$ cat config.mk
export PLATFORM = sky130hd
export DESIGN_NAME = rx_stat_counters_flat
export DESIGN_NICKNAME = d
export VERILOG_FILES = /design/src/rtl/rx_stat_counters_pkg.sv /design/src/rtl/rx_stat_counters_if.sv /design/src/rtl/rx_stat_counters_cnt.sv /design/src/rtl/rx_stat_counters.sv /design/src/flat_wrapper.sv
export SDC_FILE = /design/constraint.sdc
export NUM_CORES = 1
export LEC_CHECK = 0
export CAP_MARGIN = 20
export CORE_ASPECT_RATIO = 0.7
export CORE_UTILIZATION = 37
export CTS_CLUSTER_SIZE = 16
export DETAILED_ROUTE_END_ITERATION = 12
export PLACE_DENSITY = 0.54
export SYNTH_ARGS = -nofsm -noshare
export SYNTH_HDL_FRONTEND = slang
export SYNTH_SLANG_ARGS = --single-unit
export TNS_END_PERCENT = 1
$ cat constraint.sdc
create_clock -name rxclk -period 3.1 [get_ports rxclk]
set_input_delay 0.465 -clock rxclk [delete_from_list [all_inputs] [get_ports rxclk]]
set_output_delay 0.465 -clock rxclk [all_outputs]
set_load 0.03 [all_outputs]
$ cat src/rtl/rx_stat_counters_pkg.sv
// Receive-statistics counter map and byte-increment clamp shared by the rx_stat blocks.
// Pure definitions: no logic, no latency, no backpressure.
package rx_stat_pkg;

  localparam int FRAMES_OK     = 0;
  localparam int FCS_ERR       = 1;
  localparam int BCAST_OK      = 2;
  localparam int MCAST_OK      = 3;
  localparam int LEN_64        = 4;
  localparam int LEN_65_127    = 5;
  localparam int LEN_128_255   = 6;
  localparam int LEN_256_511   = 7;
  localparam int LEN_512_1023  = 8;
  localparam int LEN_1024_MAX  = 9;
  localparam int CTRL_OK       = 10;
  localparam int LEN_RANGE_ERR = 11;
  localparam int PAUSE_OK      = 12;
  localparam int RSVD_13       = 13;
  localparam int OVERSIZE_OK   = 14;
  localparam int UNDERSIZE     = 15;
  localparam int FRAGMENT      = 16;
  localparam int BYTES         = 17;

  localparam int BYTE_INC_MAX  = 8;

  function automatic logic [3:0] clamp_byte_inc(input logic [3:0] v);
    return (v > 4'(BYTE_INC_MAX)) ? 4'(BYTE_INC_MAX) : v;
  endfunction

endpackage

$ cat src/rtl/rx_stat_counters_if.sv
// Event-strobe and host read-port bundle between the rx engine/host and rx_stat_counters.
// Master drives strobes and read requests; slave answers with a one-cycle ack, no backpressure.
interface rx_stat_counters_if #(
  parameter int NUM_CNT = 18,
  parameter int ADDR_W  = 5,
  parameter int DATA_W  = 48
) ();

  logic [NUM_CNT-1:0] stat_inc;
  logic [3:0]         byte_inc;
  logic               clr_all;
  logic               rd_req;
  logic [ADDR_W-1:0]  rd_addr;
  logic               rd_clr;
  logic               rd_ack;
  logic [DATA_W-1:0]  rd_data;

  modport master (
    output stat_inc, byte_inc, clr_all, rd_req, rd_addr, rd_clr,
    input  rd_ack, rd_data
  );

  modport slave (
    input  stat_inc, byte_inc, clr_all, rd_req, rd_addr, rd_clr,
    output rd_ack, rd_data
  );

endinterface

$ cat src/rtl/rx_stat_counters_cnt.sv
// One statistics counter: clr_all > clear-on-read (reloads the increment) > accumulate, 1-cycle update.
// Wraps by default; RX_STAT_SATURATE_EN makes it stick at all-ones. Never stalls.
module rx_stat_cnt #(
  parameter int W     = 32,
  parameter int INC_W = 1
) (
  input  logic             clk,
  input  logic             reset,
  input  logic [INC_W-1:0] i_inc,
  input  logic             i_clr_all,
  input  logic             i_rd_clr,
  output logic [W-1:0]     o_cnt
);

  logic [W-1:0] r_cnt;
  logic [W-1:0] w_next;

`ifdef RX_STAT_SATURATE_EN
  logic [W:0] w_sum;
  assign w_sum  = {1'b0, r_cnt} + (W+1)'(i_inc);
  assign w_next = w_sum[W] ? {W{1'b1}} : w_sum[W-1:0];
`else
  assign w_next = r_cnt + W'(i_inc);
`endif

  // Clear-on-read reloads the pending increment so an event racing the read is kept.
  always_ff @(posedge clk) begin
    if (reset || i_clr_all) begin
      r_cnt <= '0;
    end else if (i_rd_clr) begin
      r_cnt <= W'(i_inc);
    end else begin
      r_cnt <= w_next;
    end
  end

  assign o_cnt = r_cnt;

endmodule

$ cat src/rtl/rx_stat_counters.sv
// Rx statistics: strobes registered once (S1), counted next cycle; host read returns pre-update value 1 cycle later.
// No backpressure; reads accepted every cycle. RX_STAT_SATURATE_EN selects saturating counters.
module rx_stat_counters
  import rx_stat_pkg::*;
#(
  parameter int NUM_CNT  = 18,
  parameter int CNT_W    = 32,
  parameter int BYTE_IDX = 17,
  parameter int BYTE_W   = 48,
  parameter int ADDR_W   = 5
) (
  input  logic              rxclk,
  input  logic              reset,
  rx_stat_counters_if.slave bus
);

  localparam int DATA_W = (CNT_W > BYTE_W) ? CNT_W : BYTE_W;

  logic [NUM_CNT-1:0] r_s1_inc;
  logic [3:0]         r_s1_bytes;
  logic               r_rd_ack;
  logic [DATA_W-1:0]  r_rd_data;
  logic [DATA_W-1:0]  w_cnt [NUM_CNT];
  logic [NUM_CNT-1:0] w_rd_clr;
  logic [DATA_W-1:0]  w_rd_val;

  always_ff @(posedge rxclk) begin
    if (reset) begin
      r_s1_inc   <= '0;
      r_s1_bytes <= '0;
    end else begin
      r_s1_inc   <= bus.stat_inc;
      r_s1_bytes <= clamp_byte_inc(bus.byte_inc);
    end
  end

  for (genvar gi = 0; gi < NUM_CNT; gi++) begin : g_cnt
    assign w_rd_clr[gi] = bus.rd_req & bus.rd_clr & (bus.rd_addr == ADDR_W'(gi));

    if (gi == BYTE_IDX) begin : g_byte
      logic [BYTE_W-1:0] w_val;
      logic              w_unused_strobe;
      assign w_unused_strobe = r_s1_inc[gi];
      rx_stat_cnt #(.W(BYTE_W), .INC_W(4)) u_cnt (
        .clk       (rxclk),
        .reset     (reset),
        .i_inc     (r_s1_bytes),
        .i_clr_all (bus.clr_all),
        .i_rd_clr  (w_rd_clr[gi]),
        .o_cnt     (w_val)
      );
      assign w_cnt[gi] = DATA_W'(w_val);
    end else begin : g_evt
      logic [CNT_W-1:0] w_val;
      logic             w_inc;
      logic             w_unused_strobe;
      // The reserved slot keeps its storage but its strobe is tied off, so it always reads 0.
      assign w_inc           = (gi == RSVD_13) ? 1'b0 : r_s1_inc[gi];
      assign w_unused_strobe = r_s1_inc[gi];
      rx_stat_cnt #(.W(CNT_W), .INC_W(1)) u_cnt (
        .clk       (rxclk),
        .reset     (reset),
        .i_inc     (w_inc),
        .i_clr_all (bus.clr_all),
        .i_rd_clr  (w_rd_clr[gi]),
        .o_cnt     (w_val)
      );
      assign w_cnt[gi] = DATA_W'(w_val);
    end
  end

  always_comb begin
    w_rd_val = '0;
    for (int k = 0; k < NUM_CNT; k++) begin
      if (bus.rd_addr == ADDR_W'(k)) w_rd_val = w_cnt[k];
    end
  end

  always_ff @(posedge rxclk) begin
    if (reset) begin
      r_rd_ack  <= 1'b0;
      r_rd_data <= '0;
    end else begin
      r_rd_ack <= bus.rd_req;
      if (bus.rd_req) r_rd_data <= w_rd_val;
    end
  end

  // Masking with reset drops an ack that was already registered when reset arrives.
  assign bus.rd_ack  = r_rd_ack & ~reset;
  assign bus.rd_data = reset ? '0 : r_rd_data;

endmodule

$ cat src/flat_wrapper.sv
// flat-port wrapper written by rule: the top's interface ports become plain ports
module rx_stat_counters_flat import rx_stat_pkg::*;
#(
  parameter int NUM_CNT  = 18,
  parameter int CNT_W    = 32,
  parameter int BYTE_IDX = 17,
  parameter int BYTE_W   = 48,
  parameter int ADDR_W   = 5
)
  (rxclk, reset, bus_stat_inc, bus_byte_inc, bus_clr_all, bus_rd_req, bus_rd_addr, bus_rd_clr, bus_rd_ack, bus_rd_data);
  rx_stat_counters_if #(.NUM_CNT(NUM_CNT), .ADDR_W(ADDR_W), .DATA_W(48)) bus_i ();
  input  logic rxclk;
  input  logic reset;
  input wire logic [$bits(bus_i.stat_inc)-1:0] bus_stat_inc;
  input wire logic [$bits(bus_i.byte_inc)-1:0] bus_byte_inc;
  input wire logic [$bits(bus_i.clr_all)-1:0] bus_clr_all;
  input wire logic [$bits(bus_i.rd_req)-1:0] bus_rd_req;
  input wire logic [$bits(bus_i.rd_addr)-1:0] bus_rd_addr;
  input wire logic [$bits(bus_i.rd_clr)-1:0] bus_rd_clr;
  output wire logic [$bits(bus_i.rd_ack)-1:0] bus_rd_ack;
  output wire logic [$bits(bus_i.rd_data)-1:0] bus_rd_data;
  assign bus_i.stat_inc = bus_stat_inc;
  assign bus_i.byte_inc = bus_byte_inc;
  assign bus_i.clr_all = bus_clr_all;
  assign bus_i.rd_req = bus_rd_req;
  assign bus_i.rd_addr = bus_rd_addr;
  assign bus_i.rd_clr = bus_rd_clr;
  assign bus_rd_ack = bus_i.rd_ack;
  assign bus_rd_data = bus_i.rd_data;
  rx_stat_counters #(.NUM_CNT(NUM_CNT), .CNT_W(CNT_W), .BYTE_IDX(BYTE_IDX), .BYTE_W(BYTE_W), .ADDR_W(ADDR_W)) u_core (.rxclk(rxclk), .reset(reset), .bus(bus_i));
endmodule
# [After elaboration in Yosys (flattened, before gate mapping)]
# Cells that the tools add are included.
[op_classes] n_addsub=17 magnitude_cmp=1 eq_ne=17 mux=37 bitwise_logic=20 n_reduce_logical=20
[ops] operator="$mux 32" count=17
[ops] operator="$add 32x1->32" count=16
[ops] operator="$mux 48" count=2
[ops] operator="$add 48x4->48" count=1
[ops] operator="$eq 5x4->1 const B" count=8
[ops] operator="$reduce_or 2->1" count=18
[ops] operator="$eq 5x3->1 const B" count=4
[ops] operator="$and 1x1->1" count=19
[ops] operator="$mux 1" count=16
[ops] operator="$eq 5x2->1 const B" count=2
[ops] operator="$eq 5x5->1 const B" count=2
[ops] operator="$mux 4" count=2
[ops] operator="$eq 5x1->1 const B" count=1
[ops] operator="$logic_not 5->1" count=1
[ops] operator="$gt 4x4->1 const B" count=1
[ops] operator="$logic_or 1x1->1" count=1
[ops] operator="$not 1->1" count=1
[word_totals] regBits=630 in_bits=32 elab_cells=151

# [Depth between registers and ports, before layout]
[logic_depth] word_depth=19 depth_mapped=10 mapped_depth_nobuf=9

# [Modules after synthesis]
# From an unflattened synthesis, not the netlist that was laid out.
[unflattened] hier_cells=4505 area_unflattened_um2=37594.8
[by_module_without_submodules] mod="rx_stat_cnt (u_core.g_cnt[0].g_evt.u_cnt ...)" instances=17 cells_per_inst=175 area_per_inst_um2=1570.3 seq_area_each_um2=640.6
[by_module_without_submodules] mod="rx_stat_counters" instances=1 cells_per_inst=1256 area_per_inst_um2=8590.7 seq_area_each_um2=1381.3
[by_module_without_submodules] mod="rx_stat_cnt (u_core.g_cnt[17].g_byte.u_cnt)" instances=1 cells_per_inst=274 area_per_inst_um2=2309.7 seq_area_each_um2=960.9

# [Worst setup path after synthesis]
# Ideal clock, no wire load.
[synth_path] kind="input to register" from="input bus_rd_addr[1]" to="register u_core.r_rd_data[11]" t_arrival_ps=2181 path_slack_ps=792 path_stages=9 cell_sequence="buf_2 -> buf_2 -> buf_1 -> mux2i_1 -> nor2_1 -> a221oi_1 -> a21oi_1 -> o311ai_0 -> a21oi_1"
[synth_via] elab_chain_cells=19
[synth_lines] item="start: declaration" line="flat_wrapper.sv:18" text="input wire logic [$bits(bus_i.rd_addr)-1:0] bus_rd_addr;"
[synth_lines] item="$logic_not 5->1" line="rx_stat_counters.sv:75" text="if (bus.rd_addr == ADDR_W'(k)) w_rd_val = w_cnt[k];"
[synth_lines] item="$mux 32 (17 in a row)" line="rx_stat_counters.sv:75"
[synth_lines] item="$mux 48 (*)" line="rx_stat_counters.sv:75"
[synth_lines] item="end signal: assignment" line="rx_stat_counters.sv:85" text="if (bus.rd_req) r_rd_data <= w_rd_val;"
[synth_lines] item="end: declaration" line="rx_stat_counters.sv:22" text="logic [DATA_W-1:0] r_rd_data;"
# Mark *: on every way between the ends. The rest lies on a longest branch, timed or not.
# A chain may end at the register's enable or synchronous reset.

# [Worst setup path after layout]
[layout_path] from="input bus_rd_addr[4]" to="register u_core.r_rd_data[2]"
# The elaborated chain is that of the path after synthesis.

==> metrics <==
status=complete, no violations; CTS buffer count=70; Die Area=87600 um2; hold crit path type=input pin to flop; Initial DRC Count=4359; DRC errors left=0; io pins=81; Max Freq=364 MHz; Yosys cell types=74; Critical Path Source Type=input pin; starting density of the core=37.7%; Lkg Pwr=13.1 nW; WS Path Type=input pin to flop; pin count of the biggest net entering global routing=85; RSZ-0062 raised after global routing=false; GPL Wtd Cong=1.06; CTS tree=yes; Final nets=4225; antenna violations before repair=7; row count=89; Worst Path Required=3610 ps; Slew Limit Fails=0; sequential-to-total area share from yosys stat=39.4%; DIE WIDTH=353 um; fin crit share=88.5%; Slowest cell on crit path=a2111oi_0; Wirelength per Cell=26.0 um; Synth Net Count=4037; top post-synthesis cells by area=dfxtp_1 39%, xor2_1 8.1%, nor2_1 7.5%; Crit. End Element=flop; first drt pass iteration count=8; post_cts resized=0; Area growth syn-to-layout=19.5%; port bufs=78; CP most frequent cell=buf_4; Vias/cell=5.82; first-pass GRT wire length=197 mm; setup bufs post-CTS=0; later-pin clock latency in the skew report=660 ps; #FFs+latches synth=629; syn avg cell area=8.06 um2; GR Overflow Total=0; Hold-fix buffers, CTS=0; top_reg_cell synth=dfxtp_1; yosys warns=0; final number of hold-violating endpoints=0; share of the synthesized area in the top cell type=39.4%; dpl hpwl=109 mm; Die Span Y=248 um; CORE AREA=84900 um2; Worst Max-Slew Pin Slew=846 ps; DP Cell Count=5221; Final Non-Filler Cells=5351; fillers=8552; Vias=31100; Setup Viol. Count Final=0; slew margin rel.=42.1%; Cells after Synth=3968; crit-path max FO=21; worst path arrival time=3250 ps; r2r setup slk=490 ps; synthesized cell area=32000 um2; layout cells sized above 1=10.4%; crit-path max cell delay=680 ps; wirelength, routed=139 mm; Max Buffers Root-to-Sink=3; Peak VDD IR=0.371 mV; Power, Total=18.3 mW; top cell type by total area after synthesis=dfxtp_1; Clk Tree Root Cell=clkbuf_16; Worst Skew=31.5 ps; power per cell area=480 nW/um2; Overall Global Routing Usage=31.1%; count leader, synth=nor2_1; most frequent cells after synthesis=641 x nor2_1, 629 x dfxtp_1, 295 x xor2_1, 283 x nand2_1, 258 x nand3_1; H-tree levels=3; # Max-Cap Violations=0; number of synthesized flops with an enable pin=0; number of global-route vias before repair=27000; min Tclk post-route=2740 ps; Async S/R FF share, synth=0%; Antenna Nets Post-Route=0; Reg clk slew, reported paths=60 ps; worst-path cell chain=clkdlybuf4s50_1, buf_12, or3b_2, buf_4, nor2_1, buf_4, a22oi_1, nand2_1, a2111oi_0, buf_4, a211oi_1; clock sink count=629; post-route setup TNS=0 ps
## metrics by stage
stage | area (um2) | utilization, % | setup WS [ps] | hold WS (ps)
global route | 38200 | 45.0 | 341 | 182
finish | 38200 | 45.0 | 356 | 189
detailed placement | 35800 | 42.1 | -125 | 447
CTS | 38200 | 45.0 | 541 | 162
global placement | 35800 | 42.1 | -120 | 441
floorplan | 32000 | - | 792 | 427
## layer usage
layer  GRT usage (%)  vias up  wire length, um
met5               0        -               28
met4            8.02        4             3620
met3            10.1      214            18500
met2            37.9     1638            49000
met1            49.6    15000            68200
li1                -    14300                -
## logic make-up (layout without fill, tap and decap cells)
kind of cell             count (synthesis)  count (layout)  share of synthesized area (%)
XOR/XNOR                               463             463                           12.7
AO/OA/AOI/OAI                          700             700                           13.5
adder cells (fa/ha/maj)                 37              37                           1.47
buffers and inverters                  281             526                           3.37
flip-flops                             629             629                           39.4
other                                    0               1                              0
multiplexers                            51              51                           1.98
AND/OR/NAND/NOR                       1807            1807                           27.6
## flip-flops by register name (all words and copies together) (netlist names)
register and count:
u_core.g_cnt.g_byte.u_cnt.o_cnt 48, u_core.r_s1_inc 16, u_core.g_cnt.g_evt.u_cnt.o_cnt 512, u_core.r_rd_ack 1
u_core.r_rd_data 48, u_core.r_s1_bytes 4
## layout by cell type (no fill, tap or decap), types with 27 or more instances in the layout
master	instances
a21oi_1	251
a22oi_1	34
and2_1	27
and3_1	88
and4_1	66
buf_12	35
buf_4	222
clkbuf_16	70
clkdlybuf4s50_1	73
dfxtp_1	629
ha_1	36
inv_1	65
mux2i_1	35
nand2_1	283
nand3_1	258
nand4_1	100
nor2_1	639
nor2b_1	88
nor3_1	82
nor4_1	35
o21ai_0	176
o22ai_1	29
or3_1	75
xnor2_1	168
xor2_1	295
## worst max-delay path, delay by kind of cell
kind	cells	cell delay, ps
buffers and inverters	5	1260
and+or+nand+nor	3	360
AOI/OAI and AO/OA	3	1130
## path summary, 6_finish.rpt
check                                          start  cells past startpoint                                 endpoint
min reg2reg                     u_core.r_rd_data[43]                      2                     u_core.r_rd_data[43]
max reg2reg  u_core.g_cnt[17].g_byte.u_cnt.o_cnt[17]                      6  u_core.g_cnt[17].g_byte.u_cnt.o_cnt[47]
min                                            reset                      3                          u_core.r_rd_ack
max                                   bus_rd_addr[4]                     11                      u_core.r_rd_data[2]
## power breakdown
part           switching (mW)  internal (mW)  total [mW]
Combinational           0.810          0.431        1.24
Clock                    3.80           5.11        8.91
Sequential             0.0575           8.13        8.19
## layout make-up
class / count / area (um2) / share of cell area, %
tap: 1137 / 1420 / 3.72
clock buffer: 96 / 1960 / 5.13
antenna: 1 / 2.50 / 0.00655
sequential: 629 / 12600 / 33.0
inverter: 65 / 244 / 0.639
timing repair buffer: 332 / 3110 / 8.14
multi-input combinational: 3058 / 18400 / 48.2
clock inverter: 33 / 473 / 1.24
Power figures use the tool's default switching activity.
